<file path="config.mk">
export PLATFORM = sky130hd
export DESIGN_NAME = commutator_out
export DESIGN_NICKNAME = d
export VERILOG_FILES = /design/src/rtl/commutator_out.sv
export SDC_FILE = /design/constraint.sdc
export NUM_CORES = 1
export LEC_CHECK = 0
export ABC_CLOCK_PERIOD_IN_PS = 19600
export CAP_MARGIN = 20
export CORE_ASPECT_RATIO = 1.4
export CORE_MARGIN = 4
export CORE_UTILIZATION = 31
export DETAILED_ROUTE_END_ITERATION = 12
export GPL_ROUTABILITY_DRIVEN = 0
export PLACE_DENSITY = 0.43
export SLEW_MARGIN = 20
export SYNTH_ARGS = -nofsm -noshare
export SYNTH_HDL_FRONTEND = slang
export SYNTH_SLANG_ARGS = --single-unit
</file>
<file path="constraint.sdc">
create_clock -name clk -period 19.6 [get_ports clk]
set_input_delay 3.92 -clock clk [delete_from_list [all_inputs] [get_ports clk]]
set_output_delay 3.92 -clock clk [all_outputs]
set_load 0.02 [all_outputs]
</file>
<file path="src/rtl/commutator_out.sv">
// commutator_out: output commutator of the radix-4 MDC FFT.
// Collects BLK quads (four complex lanes each) into one of two banks. Each full
// bank is replayed as one lane-major serial stream of 4*BLK words: lane1 q0..q(BLK-1),
// then lane2, lane3 and lane4. While one bank is being read, the other can be written.
// Optional feature: define COMMUTATOR_OUT_LAST_EN to add out_last. It is high on the
// final word of every frame.
module commutator_out #(
  parameter int WL  = 16,
  parameter int BLK = 4
) (
  input  logic          clk,
  input  logic          rst,
  input  logic          Enable,
  input  logic          in_valid,
  output logic          in_ready,
  input  logic [WL-1:0] in1_r,
  input  logic [WL-1:0] in1_i,
  input  logic [WL-1:0] in2_r,
  input  logic [WL-1:0] in2_i,
  input  logic [WL-1:0] in3_r,
  input  logic [WL-1:0] in3_i,
  input  logic [WL-1:0] in4_r,
  input  logic [WL-1:0] in4_i,
  output logic [WL-1:0] out_r,
  output logic [WL-1:0] out_i,
  output logic          out_valid,
  input  logic          out_ready
`ifdef COMMUTATOR_OUT_LAST_EN
  ,
  output logic          out_last
`endif
);

  localparam int IW = (BLK > 1) ? $clog2(BLK) : 1;
  localparam logic [IW-1:0] LAST_IDX = IW'(BLK - 1);

  typedef enum logic {IDLE, STREAM} state_t;

  logic [WL-1:0] bank_r_q [2][4][BLK];
  logic [WL-1:0] bank_i_q [2][4][BLK];

  logic          wbank_q, wbank_d;
  logic [IW-1:0] widx_q, widx_d;
  logic          rbank_q, rbank_d;
  logic [1:0]    rlane_q, rlane_d;
  logic [IW-1:0] ridx_q, ridx_d;
  logic [1:0]    full_q, full_d;
  state_t        state_q, state_d;
  logic [WL-1:0] out_r_q, out_r_d;
  logic [WL-1:0] out_i_q, out_i_d;
  logic          out_valid_q, out_valid_d;

  logic wr_fire, wr_fill, fill_rbank, fill_other;
  logic advance, rd_avail, rd_fire, rd_last;

  // Handshake and read-availability decode shared by all processes below
  always_comb begin
    in_ready   = Enable & ~full_q[wbank_q];
    wr_fire    = in_valid & in_ready;
    wr_fill    = wr_fire & (widx_q == LAST_IDX);
    fill_rbank = wr_fill & (wbank_q == rbank_q);
    fill_other = wr_fill & (wbank_q != rbank_q);
    advance    = Enable & (~out_valid_q | out_ready);
    rd_avail   = (state_q == STREAM) | full_q[rbank_q] | fill_rbank;
    rd_fire    = advance & rd_avail;
    rd_last    = (rlane_q == 2'd3) & (ridx_q == LAST_IDX);
  end

  // Write pointer: step through the quads of a frame and swap banks after the last quad
  always_comb begin
    wbank_d = wbank_q;
    widx_d  = widx_q;
    if (wr_fire) begin
      if (wr_fill) begin
        widx_d  = '0;
        wbank_d = ~wbank_q;
      end else begin
        widx_d = widx_q + 1'b1;
      end
    end
  end

  // Bank full flags: set by the filling write and cleared by the final read; the two events can occur together
  always_comb begin
    full_d = full_q;
    if (wr_fill) full_d[wbank_q] = 1'b1;
    if (rd_fire && rd_last) full_d[rbank_q] = 1'b0;
  end

  // Read FSM: walk the bank lane-major, then continue straight into the other bank if it is ready
  always_comb begin
    state_d = state_q;
    rbank_d = rbank_q;
    rlane_d = rlane_q;
    ridx_d  = ridx_q;
    case (state_q)
      IDLE: begin
        if (rd_fire) begin
          state_d = STREAM;
          ridx_d  = ridx_q + 1'b1;
        end
      end
      STREAM: begin
        if (rd_fire) begin
          if (rd_last) begin
            ridx_d  = '0;
            rlane_d = 2'd0;
            rbank_d = ~rbank_q;
            state_d = (full_q[~rbank_q] | fill_other) ? STREAM : IDLE;
          end else if (ridx_q == LAST_IDX) begin
            ridx_d  = '0;
            rlane_d = rlane_q + 2'd1;
          end else begin
            ridx_d = ridx_q + 1'b1;
          end
        end
      end
      default: state_d = IDLE;
    endcase
  end

  // Output register: load the next word when the consumer can take it, otherwise hold
  always_comb begin
    out_r_d     = out_r_q;
    out_i_d     = out_i_q;
    out_valid_d = out_valid_q;
    if (advance) begin
      out_valid_d = rd_fire;
      if (rd_fire) begin
        out_r_d = bank_r_q[rbank_q][rlane_q][ridx_q];
        out_i_d = bank_i_q[rbank_q][rlane_q][ridx_q];
      end
    end
  end

  // Bank storage: one quad per accepted transfer; contents are not reset
  always_ff @(posedge clk) begin
    if (wr_fire) begin
      bank_r_q[wbank_q][0][widx_q] <= in1_r;
      bank_i_q[wbank_q][0][widx_q] <= in1_i;
      bank_r_q[wbank_q][1][widx_q] <= in2_r;
      bank_i_q[wbank_q][1][widx_q] <= in2_i;
      bank_r_q[wbank_q][2][widx_q] <= in3_r;
      bank_i_q[wbank_q][2][widx_q] <= in3_i;
      bank_r_q[wbank_q][3][widx_q] <= in4_r;
      bank_i_q[wbank_q][3][widx_q] <= in4_i;
    end
  end

  // Pointer, flag, FSM and output state registers
  always_ff @(posedge clk or posedge rst) begin
    if (rst) begin
      wbank_q     <= 1'b0;
      widx_q      <= '0;
      rbank_q     <= 1'b0;
      rlane_q     <= 2'd0;
      ridx_q      <= '0;
      full_q      <= 2'b00;
      state_q     <= IDLE;
      out_r_q     <= '0;
      out_i_q     <= '0;
      out_valid_q <= 1'b0;
    end else begin
      wbank_q     <= wbank_d;
      widx_q      <= widx_d;
      rbank_q     <= rbank_d;
      rlane_q     <= rlane_d;
      ridx_q      <= ridx_d;
      full_q      <= full_d;
      state_q     <= state_d;
      out_r_q     <= out_r_d;
      out_i_q     <= out_i_d;
      out_valid_q <= out_valid_d;
    end
  end

  assign out_r     = out_r_q;
  assign out_i     = out_i_q;
  assign out_valid = out_valid_q;

`ifdef COMMUTATOR_OUT_LAST_EN
  logic out_last_q, out_last_d;

  // Frame-end marker travels with the word it belongs to
  always_comb begin
    out_last_d = out_last_q;
    if (advance) out_last_d = rd_fire & rd_last;
  end

  // Frame-end marker register
  always_ff @(posedge clk or posedge rst) begin
    if (rst) out_last_q <= 1'b0;
    else     out_last_q <= out_last_d;
  end

  assign out_last = out_last_q;
`endif

endmodule
</file>
==> results.yml <==
drt:
  drt_drc_violations_left: 0
  aggregate_routed_wire_length_um: 104000
  routedLengthMet1_um: 43000
  wl_per_cell_um: 24.4
  vias: 20800
  ant_nets: 0
  avgViaCountPerCell: 4.88
  highest-signal-layer: "met5"
  detailedRoute.firstIterationViolations: 1413
  met2RoutedLength_um: 54000
  met3_length_um: 5030
  drtPass1Iterations: 5
pwr:
  total_leakage_power_nw: 15.4
  power_density_nw_per_um2: 134
  vdd.ir_drop.worst_uv: 103
  power.total_mw: 6.49
synthesis:
  synth.ff_latch_count: 1068
  synth.yosys.warnings: 0
  dominantRegCellSynth: "edfxtp_1"
  syn_inst: 2223
  netlist_area_sq_um: 41500
  synth_enable_flop_cells: 1024
  postSynth.asyncResetShare_pct: 4.12
  sequential_area_share_after_synthesis_pct: 76.7
  ys_top_cells_by_area: "edfxtp_1, mux2i_1, a22oi_1, dfrtp_1, a21oi_1"
  postSynthAreaPerCell_sq_um: 18.7
  synth_cell_type_count: 38
  yosysTopAreaCell: "edfxtp_1"
  post-synth-top-area-fraction_pct: 74.0
  synth_nets: 2362
outcome:
  outcome: "complete, no violations"
die:
  rows: 158
  initial_core_util_pct: 31.3
  die_width_um: 317
  fp.dieArea_sq_um: 140000
  core_area_sq_um: 133000
  design.portCount: 167
  dieHeight_um: 441
timing:
  timing.slew.headroom_pct: 24.7
  achievable-frequency_mhz: 107
  final-setup-viol-count: 0
  fin_setup_tns_ns: 0
  fin_skew_ns: 0.0314
  transition_time_at_the_pin_with_the_least_slew_margin_ns: 1.12
  finalHoldViolations: 0
  final.min_clock_period_ns: 9.38
  grt_setup_unrepaired: "false"
  drv_slew: 0
  hold-worst-slack_ns: 0.515
  min_period_over_period_pct: 47.8
setup_path:
  regToRegSetupSlack_ns: 15.16
  crit_start: "Enable"
  r2r-start: "wbank_q"
  setup.worst_path.class: "in -> out"
  crit_fanout: 4
  critical_path_required_ns: 15.68
  worstSetupEndpointType: "output port"
  arrival_ns: 5.46
  reg2regPathDepth: 6
  cp-start-kind: "input port"
  regToRegEndpoint: "bank_i_q[0][38]"
global_routing:
  groute.usage.overall_pct: 14.8
  number_of_global_route_vias_before_repair: 22000
  grt_start_max_net_pins: 149
  overflow: 0
  grt_first_pass_wirelength_um: 150000
  antenna_found_initial: 23
final_layout:
  fill_cells: 12400
  stdcell_area_sq_um: 48400
  sequential_cell_area_sq_um: 31900
  flow.area_growth_from_synthesis_pct: 16.4
  nNetsFinal: 2546
  final_layout_size_suffix_gt1_share_pct: 10.1
  final_util_pct: 36.4
  multi_input_comb_area_sq_um: 8860
cts:
  worst_setup_hold_path_clk_slew_ns: 0.06
  clock_sink_count: 1068
  post_cts_repair_resize_count: 0
  postCtsHoldBufs: 0
  root_buffer: "clkbuf_16"
  clk-insertion-delay-late_ns: 0.70
  postCtsSetupBuffers: 0
  cts_made_buffers: 107
  cts_buffer_depth: 3
  htreeDepth: 3
  cts_tree: "yes"
flow_run:
  max_cap_viol_count: 0
placed_design:
  port_buffers: 166
  dp.final_hpwl_um: 57400
  placed_cell_area_sq_um: 44900
hold_path:
  min-delay-path-class: "reg -> reg"
  worst_hold_path.endpoint: "out_r[9]"
  worst_hold_startpoint: "out_r[9]"
  hold_path_stages: 1
[cell families (layout without fill, tap and decap cells)]
group | count (synthesis) | in the layout | synth area share, %
other | 0 | 10 | 0
AND/OR/NAND/NOR | 63 | 63 | 0.913
XOR/XNOR | 3 | 3 | 0.0633
multiplexers | 550 | 550 | 13.6
adder cells (fa/ha/maj) | 6 | 6 | 0.181
AO/OA/AOI/OAI | 395 | 395 | 6.39
buffers and inverters | 138 | 414 | 2.15
flip-flops | 1068 | 1068 | 76.7
[power breakdown]
part	internal (mW)	switching (mW)
clock	1.14	0.837
combinational	0.669	1.08
sequential	2.68	0.0922
total	4.48	2.01
[layout make-up]
class	count	share of cell area [%]
inverters	6	0.0492
well taps	1760	4.55
multi-input cells	1017	18.3
flip-flops and latches	1068	65.9
clock buffers	153	6.27
repair buffers	207	4.15
diodes	10	0.0517
clock inverters	48	0.740
[cells in the mapped netlist (2+ instances only)]
| cell | n |
|---|---|
| buf_8 | 5 |
| o21ai_0 | 3 |
| xnor2_1 | 3 |
| buf_6 | 22 |
| buf_2 | 9 |
| and3_1 | 4 |
| dfrtp_1 | 44 |
| buf_1 | 13 |
| nor2b_1 | 3 |
| mux2_2 | 8 |
| and2_1 | 5 |
| nand2_1 | 6 |
| mux2_4 | 29 |
| a22oi_1 | 256 |
| clkbuf_1 | 48 |
| mux2i_1 | 513 |
| ha_1 | 6 |
| clkbuf_4 | 2 |
| buf_4 | 32 |
| nor4_1 | 32 |
| a21oi_1 | 131 |
| edfxtp_1 | 1024 |
| nand2b_1 | 2 |
| nor2_1 | 4 |
| inv_1 | 6 |
[per-stage QoR]
step                instances  setup slack (ns)
finish                   4269             10.22
detailed placement       4056             10.24
CTS                      4257             10.23
floorplan                2223              1.55
global route             4262             10.20
global placement         4056             10.22
[layout by cell type, fill, tap and decap left out, types with 3 or more instances in the layout]
cell type,n
a21oi_1,131
a22oi_1,256
and2_4,4
and3_4,5
buf_12,3
buf_4,38
bufinv_16,5
clkbuf_1,30
clkbuf_16,109
clkbuf_8,14
clkdlybuf4s50_1,166
clkinv_1,17
clkinv_2,23
dfrtp_1,43
diode_2,10
edfxtp_1,1024
ha_1,6
inv_1,5
mux2_2,8
mux2_4,29
mux2i_1,513
nand2_1,5
nor2_1,3
nor4_1,32
o21ai_0,3
xnor2_1,3
[layer usage]
layer  vias up  track usage (%)
li1       9399                -
met1     10900             18.1
met2       400             26.3
met3       148             2.93
met4        18             4.53
met5         -                0
[critical path, cell delays in order]
cell and delay [ns]:
clkdlybuf4s50_1 0.71, and2_1 0.22, clkdlybuf4s50_1 0.61
[registers in the layout, indices dropped and copies added, names as in the netlist]
signal and flops:
out_valid 1, wbank_q 1, bank_i_q 512, ridx_q 2
state_q 1, rlane_q 2, widx_q 2, bank_r_q 512
full_q 2, rbank_q 1, out_i 16, out_r 16
[worst max-delay path by stage]
stage | endpoint | slack, ns | cells after the start
floorplan | bank_i_q[0][0] | 1.55 | 2
global placement | in_ready | 10.22 | 3
detailed placement | in_ready | 10.24 | 3
CTS | in_ready | 10.23 | 3
global route | in_ready | 10.20 | 3
finish | in_ready | 10.22 | 3
Note: power is estimated with default switching activity, not from simulation.
